**src/rtl/clock_time_core_if.sv**
```systemverilog
// rtl/clock_time_core_if.sv - tick/button inputs and segment outputs of clock_time_core
//
// Signals:
//   tick_1hz       1-cycle pulse once per second
//   tick_blink     1-cycle pulse that toggles the blink phase
//   btn_mode       debounced pulse, advances the set-mode FSM
//   btn_up         debounced pulse, increments the selected field
//   seg_data_array 48-bit registered segment bytes, digit0 in [7:0]
//   set_active     registered, high while the FSM is in a set state
// master = stimulus source / consumer side, slave = clock_time_core.
interface clock_time_core_if;
    logic        tick_1hz;
    logic        tick_blink;
    logic        btn_mode;
    logic        btn_up;
    logic [47:0] seg_data_array;
    logic        set_active;

    modport master (
        output tick_1hz, tick_blink, btn_mode, btn_up,
        input  seg_data_array, set_active
    );

    modport slave (
        input  tick_1hz, tick_blink, btn_mode, btn_up,
        output seg_data_array, set_active
    );
endinterface

```
**src/rtl/clock_time_core.sv**
```systemverilog
// rtl/clock_time_core.sv - BCD HH:MM:SS keeper with set-mode FSM and 7-segment encoder
//
// Ports:
//   clk  system clock
//   rst  asynchronous, active-high reset
//   bus  clock_time_core_if.slave: tick_1hz, tick_blink, btn_mode, btn_up in;
//        seg_data_array (digit5 = hours tens ... digit0 = seconds ones), set_active out
// Parameters: INIT_HOUR/INIT_MIN/INIT_SEC reset time (decimal), SEG_ACTIVE_LOW inverts
// every segment bit including blank and reset values.
module clock_time_core #(
    parameter int INIT_HOUR      = 12,
    parameter int INIT_MIN       = 0,
    parameter int INIT_SEC       = 0,
    parameter int SEG_ACTIVE_LOW = 0
) (
    input  logic             clk,
    input  logic             rst,
    clock_time_core_if.slave bus
);
    localparam logic [3:0] INIT_HT = 4'(INIT_HOUR / 10);
    localparam logic [3:0] INIT_HO = 4'(INIT_HOUR % 10);
    localparam logic [3:0] INIT_MT = 4'(INIT_MIN / 10);
    localparam logic [3:0] INIT_MO = 4'(INIT_MIN % 10);
    localparam logic [3:0] INIT_ST = 4'(INIT_SEC / 10);
    localparam logic [3:0] INIT_SO = 4'(INIT_SEC % 10);
    localparam logic [47:0] SEG_INV = (SEG_ACTIVE_LOW != 0) ? {48{1'b1}} : 48'h0;

    typedef enum logic [1:0] {
        RUN   = 2'd0,
        SET_H = 2'd1,
        SET_M = 2'd2,
        SET_S = 2'd3
    } state_t;

    state_t      state;
    logic [3:0]  hr_t, hr_o, mn_t, mn_o, sc_t, sc_o;
    logic        blink;
    logic [47:0] seg_q;
    logic        set_active_q;

    // Returns {carry, tens, ones} for a 00..59 BCD field.
    function automatic logic [8:0] inc60(input logic [3:0] t, input logic [3:0] o);
        if (o != 4'd9) return {1'b0, t, o + 4'd1};
        if (t != 4'd5) return {1'b0, t + 4'd1, 4'd0};
        return {1'b1, 4'd0, 4'd0};
    endfunction

    // Returns {tens, ones} for a 00..23 BCD hour field.
    function automatic logic [7:0] inc24(input logic [3:0] t, input logic [3:0] o);
        if (t == 4'd2 && o == 4'd3) return 8'h00;
        if (o == 4'd9) return {t + 4'd1, 4'd0};
        return {t, o + 4'd1};
    endfunction

    // Segment byte {dp,g,f,e,d,c,b,a}, active-high.
    function automatic logic [7:0] seg7(input logic [3:0] d);
        case (d)
            4'd0:    return 8'h3F;
            4'd1:    return 8'h06;
            4'd2:    return 8'h5B;
            4'd3:    return 8'h4F;
            4'd4:    return 8'h66;
            4'd5:    return 8'h6D;
            4'd6:    return 8'h7D;
            4'd7:    return 8'h07;
            4'd8:    return 8'h7F;
            4'd9:    return 8'h6F;
            default: return 8'h00;
        endcase
    endfunction

    logic [8:0]       sec_inc, min_inc;
    logic [7:0]       hr_inc;
    logic [5:0][7:0]  dig;
    logic [47:0]      seg_next;

    assign sec_inc = inc60(sc_t, sc_o);
    assign min_inc = inc60(mn_t, mn_o);
    assign hr_inc  = inc24(hr_t, hr_o);

    always_comb begin
        dig[0] = seg7(sc_o);
        dig[1] = seg7(sc_t);
        dig[2] = seg7(mn_o) | 8'h80;
        dig[3] = seg7(mn_t);
        dig[4] = seg7(hr_o) | 8'h80;
        dig[5] = seg7(hr_t);
        if (blink) begin
            case (state)
                SET_H: begin dig[5] = 8'h00; dig[4] = 8'h00; end
                SET_M: begin dig[3] = 8'h00; dig[2] = 8'h00; end
                SET_S: begin dig[1] = 8'h00; dig[0] = 8'h00; end
                default: ;
            endcase
        end
        seg_next = dig ^ SEG_INV;
    end

    always_ff @(posedge clk or posedge rst) begin
        if (rst) begin
            state        <= RUN;
            hr_t         <= INIT_HT;
            hr_o         <= INIT_HO;
            mn_t         <= INIT_MT;
            mn_o         <= INIT_MO;
            sc_t         <= INIT_ST;
            sc_o         <= INIT_SO;
            blink        <= 1'b0;
            seg_q        <= SEG_INV;
            set_active_q <= 1'b0;
        end else begin
            seg_q        <= seg_next;
            set_active_q <= (state != RUN);

            // Any mode change restarts the blink so the new field shows at once.
            if (bus.btn_mode) begin
                blink <= 1'b0;
                case (state)
                    RUN:     state <= SET_H;
                    SET_H:   state <= SET_M;
                    SET_M:   state <= SET_S;
                    default: state <= RUN;
                endcase
            end else if (bus.tick_blink) begin
                blink <= ~blink;
            end

            // Time update uses the pre-transition state; btn_mode suppresses btn_up.
            case (state)
                RUN: begin
                    if (bus.tick_1hz) begin
                        {sc_t, sc_o} <= sec_inc[7:0];
                        if (sec_inc[8]) begin
                            {mn_t, mn_o} <= min_inc[7:0];
                            if (min_inc[8]) {hr_t, hr_o} <= hr_inc;
                        end
                    end
                end
                SET_H:   if (bus.btn_up && !bus.btn_mode) {hr_t, hr_o} <= hr_inc;
                SET_M:   if (bus.btn_up && !bus.btn_mode) {mn_t, mn_o} <= min_inc[7:0];
                default: if (bus.btn_up && !bus.btn_mode) {sc_t, sc_o} <= sec_inc[7:0];
            endcase
        end
    end

    assign bus.seg_data_array = seg_q;
    assign bus.set_active     = set_active_q;
endmodule

```
**src/flat_wrapper.sv**
```systemverilog
// flat-port wrapper written by rule: the top's interface ports become plain ports
module clock_time_core_flat 
#(
    parameter int INIT_HOUR      = 12,
    parameter int INIT_MIN       = 0,
    parameter int INIT_SEC       = 0,
    parameter int SEG_ACTIVE_LOW = 0
)
  (clk, rst, bus_tick_1hz, bus_tick_blink, bus_btn_mode, bus_btn_up, bus_seg_data_array, bus_set_active);
  clock_time_core_if bus_i ();
  input  logic clk;
  input  logic rst;
  input wire logic [$bits(bus_i.tick_1hz)-1:0] bus_tick_1hz;
  input wire logic [$bits(bus_i.tick_blink)-1:0] bus_tick_blink;
  input wire logic [$bits(bus_i.btn_mode)-1:0] bus_btn_mode;
  input wire logic [$bits(bus_i.btn_up)-1:0] bus_btn_up;
  output wire logic [$bits(bus_i.seg_data_array)-1:0] bus_seg_data_array;
  output wire logic [$bits(bus_i.set_active)-1:0] bus_set_active;
  assign bus_i.tick_1hz = bus_tick_1hz;
  assign bus_i.tick_blink = bus_tick_blink;
  assign bus_i.btn_mode = bus_btn_mode;
  assign bus_i.btn_up = bus_btn_up;
  assign bus_seg_data_array = bus_i.seg_data_array;
  assign bus_set_active = bus_i.set_active;
  clock_time_core #(.INIT_HOUR(INIT_HOUR), .INIT_MIN(INIT_MIN), .INIT_SEC(INIT_SEC), .SEG_ACTIVE_LOW(SEG_ACTIVE_LOW)) u_core (.clk(clk), .rst(rst), .bus(bus_i));
endmodule
```
**config.mk**
```make
export PLATFORM = sky130hd
export DESIGN_NAME = clock_time_core_flat
export DESIGN_NICKNAME = d
export VERILOG_FILES = /design/src/rtl/clock_time_core_if.sv /design/src/rtl/clock_time_core.sv /design/src/flat_wrapper.sv
export SDC_FILE = /design/constraint.sdc
export NUM_CORES = 1
export LEC_CHECK = 0
export BUFFER_PORTS_ARGS = -buffer_cell sky130_fd_sc_hd__buf_2
export CAP_MARGIN = 25
export CORE_ASPECT_RATIO = 1.4
export CORE_MARGIN = 4
export CORE_UTILIZATION = 45
export DETAILED_ROUTE_END_ITERATION = 12
export PLACE_DENSITY_LB_ADDON = 0.2
export SETUP_SLACK_MARGIN = 0.5
export SLEW_MARGIN = 10
export SYNTH_ARGS = -nofsm -noshare
export SYNTH_HDL_FRONTEND = slang
export SYNTH_SLANG_ARGS = --single-unit
export TNS_END_PERCENT = 1
```
**constraint.sdc**
```tcl
create_clock -name clk -period 2 [get_ports clk]
set_input_delay 0.1 -clock clk [delete_from_list [all_inputs] [get_ports clk]]
set_output_delay 0.1 -clock clk [all_outputs]
set_load 0.02 [all_outputs]
```
Word level (Yosys, flattened, before mapping)
Memories as Yosys holds them, arrays and structs flattened. Cells that the tools add are included.

Add/sub/neg operators: 6. Eq/ne operators: 15. Multiplexer cells: 52. Bitwise logic cells: 2. Reductions and logical operators: 13.

Operators with widths (number): two-way mux 4 bit (18); two-way mux 9 bit (8); two-way mux 16 bit (3); two-way mux 48 bit (1); case mux 4 bit (2 select lines) (6); two-way mux 8 bit (4); adder 4 x 1 -> 4 bit, second input constant (6); two-way mux 1 bit (11); nonzero test 2 bit (5); equality test 4 x 2 -> 1 bit, second input constant (2); inequality test 2 x 1 -> 1 bit, second input constant (4); inequality test 4 x 3 -> 1 bit, second input constant (2); inequality test 4 bit, second input constant (2); case mux 2 bit (3 select lines) (1); AND reduction 5 bit (1); equality test 2 bit, second input constant (2); equality test 4 bit, second input constant (1); AND reduction 4 bit (1); AND reduction 3 bit (1); equality test 2 x 1 -> 1 bit, second input constant (1); logical AND 1 bit (2); logical NOT 2 bit (1); inequality test 2 bit, second input constant (1); NOT 1 bit (2); other kinds (2) (2).

Flip-flop bits (word level): 76. Memory bits (read-only): 672. Input port bits: 6. Output and inout bits: 49. Logic and storage cells: 104. Memories kept: 6.

Memory list: (no name shown) (words 16, bits a word 7, read ports 1, clocked after Yosys merged registers in 0, write ports 0, RTL line clock_time_core.sv:57) `case (d)`; (no name shown) (words 16, bits a word 7, read ports 1, clocked after Yosys merged registers in 0, write ports 0, RTL line clock_time_core.sv:57); (no name shown) (words 16, bits a word 7, read ports 1, clocked after Yosys merged registers in 0, write ports 0, RTL line clock_time_core.sv:57); (no name shown) (words 16, bits a word 7, read ports 1, clocked after Yosys merged registers in 0, write ports 0, RTL line clock_time_core.sv:57); (no name shown) (words 16, bits a word 7, read ports 1, clocked after Yosys merged registers in 0, write ports 0, RTL line clock_time_core.sv:57); (no name shown) (words 16, bits a word 7, read ports 1, clocked after Yosys merged registers in 0, write ports 0, RTL line clock_time_core.sv:57).

Logic depth before layout (Yosys ltp)
Depth after elaboration: 10. Depth in mapped cells: 6. Gate-level depth less buffers: 6.

Worst setup path before layout
Ideal clock, no wire load.

Path kind: reg2reg. From: reg u_core.sc_t[1]. To: reg u_core.hr_o[2]. Library setup time: 0.125 ns. Arrival time: 1.880 ns. Data required time: 1.875 ns. Setup slack: -0.005 ns. Cell stages (with the launch flop): 7. Path buffers: 0. Clock period less this slack: 2.005 ns. Path through: dfrtp_1 inv_1 ha_1 nand4b_4 o41ai_4 nand3_2 mux2_4.

Word-level cells in the longest chain between the ends: 7. Elaborated cells on any way between the ends: 8. Those cells by class: eq/ne (2); mux (5); reduce/logical (1).

Ends and longest elaborated chain: from (decl) (RTL line clock_time_core.sv:36) `logic [3:0] hr_t, hr_o, mn_t, mn_o, sc_t, sc_o;`; from (signal assigned) (RTL line clock_time_core.sv:132) `{sc_t, sc_o} <= sec_inc[7:0];`; from (signal assigned) (RTL line clock_time_core.sv:141) `default: if (bus.btn_up && !bus.btn_mode) {sc_t, sc_o} <= sec_inc[7:0];`; inequality test 4 x 3 -> 1 bit (*) (RTL line clock_time_core.sv:44) `if (t != 4'd5) return {1'b0, t + 4'd1, 4'd0};`; two-way mux 1 bit (2 in a row) (RTL line clock_time_core.sv:44); two-way mux 9 bit (*) (RTL line clock_time_core.sv:45) `return {1'b1, 4'd0, 4'd0};`; two-way mux 9 bit (*) (RTL line clock_time_core.sv:44); inequality test 2 x 1 -> 1 bit (no source line) (*); AND reduction 5 bit (no source line) (*); to (signal assigned) (RTL line clock_time_core.sv:135) `if (min_inc[8]) {hr_t, hr_o} <= hr_inc;`; to (signal assigned) (RTL line clock_time_core.sv:139) `SET_H: if (bus.btn_up && !bus.btn_mode) {hr_t, hr_o} <= hr_inc;`; to (decl) (RTL line clock_time_core.sv:36).

Every way passes the cells marked *; elsewhere a longest branch is shown, timed or not. The select of a mux whose other input is x is not followed. A chain may end at the register's enable or synchronous reset.

Worst setup path in the final report
From: reg u_core.mn_o[0]. To: reg u_core.hr_o[2].

Word-level cells in the longest chain between the ends: 5.

Ends and longest elaborated chain: from (decl) (RTL line clock_time_core.sv:36); from (signal assigned) (RTL line clock_time_core.sv:134) `{mn_t, mn_o} <= min_inc[7:0];`; from (signal assigned) (RTL line clock_time_core.sv:140) `SET_M: if (bus.btn_up && !bus.btn_mode) {mn_t, mn_o} <= min_inc[7:0];`; inequality test 4 bit (RTL line clock_time_core.sv:43) `if (o != 4'd9) return {1'b0, t, o + 4'd1};`; two-way mux 1 bit (RTL line clock_time_core.sv:43); two-way mux 9 bit (RTL line clock_time_core.sv:44); inequality test 2 x 1 -> 1 bit (no source line); AND reduction 5 bit (no source line).

Every way passes these cells.

==> impl_metrics.ini <==
[status]
outcome = finished clean

[synth]
synth_seq_area_share_pct = 43.6
synth_top_family_by_area = compound AO/OA/AOI/OAI gates
synth_xor_area_share_pct = 0.636
muxShareOfSynthArea_pct = 2.66
synth_top_area_share_pct = 42.4
synth_seq_cells = 72
yosys.area.top_type = dfrtp_1
synth_edf_count = 0
synthTopCellsByCount = 70 x dfrtp_1, 47 x a21oi_1, 47 x ha_1
synthAdderAreaFrac_pct = 14.2
syn-instance-count = 415
synthSimpleGateAreaFrac_pct = 16.7
synth_compound_area_share_pct = 17.9
async_flop_share_pct = 100
synth_ff_type = dfrtp_1
synth_area_sq_um = 4130
synth_cell_type_count = 53
synth_area_leaders = dfrtp_1 42%, ha_1 14%, a21oi_1 5.7%, o21a_1 5.6%, nand2_1 2.9%
yosysMostFrequentCell = dfrtp_1
synth_warnings = 0
synth_area_per_cell_sq_um = 9.96

[placed_design]
hpwl_um = 5870
post_dp_cell_area_sq_um = 4630
placed_cells = 579
portBuffers = 50
place.gp.congestion = 0.872

[clocking]
cts_tree = built
clk_pin_slew_worst_paths_ns = 0.06
cts_buffers = 9
clk_latency_ns = 0.33
clockRootBuffer = clkbuf_16
clkSinkCount = 72
clock_path_buffers = 2
htreeDepth = 3

[setup_path]
cp_num_buf_inv = 1
cpMaxStageDelayCell = dfrtp_1
critPathKind = reg2reg
r2r-start = u_core.mn_o[0]$_DFFE_PP0P_
worst_ep_required_time_ns = 2.22
reg2reg_setup_slack_ns = 0.18
cp-start-kind = flip-flop
cp_cell_sequence = ha_4, nand3b_1, o41ai_4, buf_4, nand3_2, mux2_4
critPathTopFamily = flip-flops
end_kind = flip-flop
crit_fanout = 5
critical_path_arrival_ns = 2.04
cpPeakStageDelay_ns = 0.47
critPathLaunch = u_core.mn_o[0]$_DFFE_PP0P_

[die]
initial_core_util_pct = 46.0
coreArea_sq_um = 8980
die_h_um = 121
num_rows = 41
ioPinCount = 55
die_w_um = 89.0
die_area_sq_um = 10800

[min_path]
hp-class = in2reg
min-delay-start = bus_btn_mode

[routing]
via_count = 3078
routedWlPerCell_um = 13.7
dr.pass1.iters = 4
finalWirelength_um = 8280
dr.first_iter.drc_count = 75
vias_per_cell = 5.09
postRouteAntennaNets = 0
drc = 0

[cells_and_area]
area_delta_synth_final_pct = 22.3
final_layout_size_suffix_gt1_share_pct = 26.3
final_cells = 605
nFillCells = 776
seq_area_sq_um = 1810
layout.nets = 546
final_cell_area_sq_um = 5060
num_antenna_cells = 0
multi_input_area_sq_um = 2250
final_util_pct = 56.3

[pwr]
p_leak_nw = 2.38
ir_drop_mv = 0.815
powerDensity_nw_per_um2 = 1650
total_power_w = 0.00833

[timing]
rsz0062_at_grt = true
skew_ns = 0.00646
final.min_clock_period_ns = 1.82
fmax_mhz = 550
slew_viol_final = 0
finalHoldViolCount = 0
worst_pin_slew_ns = 0.554
finalCritPeriodShare_pct = 91.0
setup-violations-final = 0
fin_setup_tns_ns = 0
maxSlewHeadroom_pct = 62.8

[grt]
grt_pass1_wl_um = 14000
grt_pass1_vias = 3011
gr-total-overflow = 0
grt_usage_pct = 16.5
grt_max_degree = 73
antenna_found_initial = 0

[flow_run]
maxCapViolCount = 0
[worst register-to-register path, cell delays in order, from the launching register on]
cell      delay [ns]
dfrtp_1         0.47
ha_4            0.18
nand3b_1        0.15
o41ai_4         0.35
buf_4           0.20
nand3_2         0.07
mux2_4          0.29
[power breakdown]
part | internal (W) | total (W) | switching (W)
Combinational | 0.00197 | 0.00445 | 0.00248
Sequential | 0.00208 | 0.00246 | 0.000379
Clock | 0.000863 | 0.00142 | 0.000559
[per-stage QoR]
stage          hold slack, ns  setup slack, ns
6_report               0.0258            0.181
2_1_floorplan           0.166           0.0535
3_5_place_dp            0.236           0.0554
3_3_place_gp            0.232            0.112
5_1_grt                0.0277            0.117
4_1_cts                0.0114            0.185
[cell usage in the layout, fill, tap and decap left out, types with 3 or more instances in the layout]
cell type | Yosys | final
a21oi_1 | 47 | 47
and2_1 | 11 | 11
and3_1 | 3 | 3
buf_2 | 0 | 50
buf_4 | 4 | 29
clkbuf_16 | 0 | 9
clkinv_2 | 0 | 4
conb_1 | 1 | 4
dfrtp_1 | 70 | 68
ha_1 | 47 | 42
ha_4 | 0 | 5
inv_1 | 22 | 15
inv_2 | 0 | 6
mux2_2 | 4 | 4
mux2i_1 | 5 | 5
nand2_1 | 32 | 32
nand2b_1 | 18 | 18
nand3_1 | 8 | 8
nand4_1 | 3 | 3
nor2_1 | 23 | 23
nor2b_1 | 9 | 9
o21a_1 | 31 | 31
o21ai_0 | 15 | 15
o22ai_1 | 6 | 6
or2_2 | 5 | 5
xnor2_1 | 3 | 3
[cells by family after synthesis]
group | after synthesis
AO/OA/AOI/OAI | 116
other | 1
AND/OR/NAND/NOR | 126
flip-flops | 72
XOR/XNOR | 3
adder cells (fa/ha/maj) | 47
buffers and inverters | 40
multiplexers | 10
[path summary, 6_finish.rpt]
path                                                                 to  depth (start not counted)
worst max-delay path                         u_core.hr_o[2]$_DFFE_PP0P_                          6
worst min-delay path                           u_core.blink$_DFFE_PP0P_                          2
worst max register to register               u_core.hr_o[2]$_DFFE_PP0P_                          6
worst min register to register               u_core.hr_t[0]$_DFFE_PP1P_                          1
max in group asynchronous                    u_core.hr_o[1]$_DFFE_PP1P_                          4
min in group asynchronous       u_core.bus.seg_data_array[25]$_DFF_PP0_                          4
[state kept, by name, summed over array words and instances, names as in the netlist]
signal and count:
u_core.mn_t 4, u_core.hr_t 4, u_core.bus.seg_data_array 44, u_core.state 2, u_core.sc_t 4, u_core.sc_o 4, u_core.bus.set_active 1, u_core.blink 1
u_core.mn_o 4, u_core.hr_o 4
[metal layers]
metal  track usage [%]  part of all wire (%)  vias up
li1                  -                     -     1563
met1              20.1                    44     1450
met2              27.1                    49       53
met3              5.16                   5.0       12
met4              6.24                   2.0        0
met5                 0                     0        -
[cell type report]
class                   count  share of cell area [%]
clock inverters             4                   0.396
well taps                 107                    2.65
flip-flops and latches     72                    35.7
repair buffers             82                    10.1
clock buffers              12                    4.88
inverters                  22                    1.71
multi-input cells         306                    44.6
[timing repair]
| item | CTS | global route |
|---|---|---|
| buffers inserted | 6 | 2 |
| pin swaps | 5 | 2 |
| cloned | 1 | 0 |
| gates resized for setup | 13 | 6 |
| hold endpoints to repair | 70 | 0 |
| setup endpoints to repair | 28 | 46 |
| hold buffers | 1 | 0 |
Power figures use the tool's default switching activity.
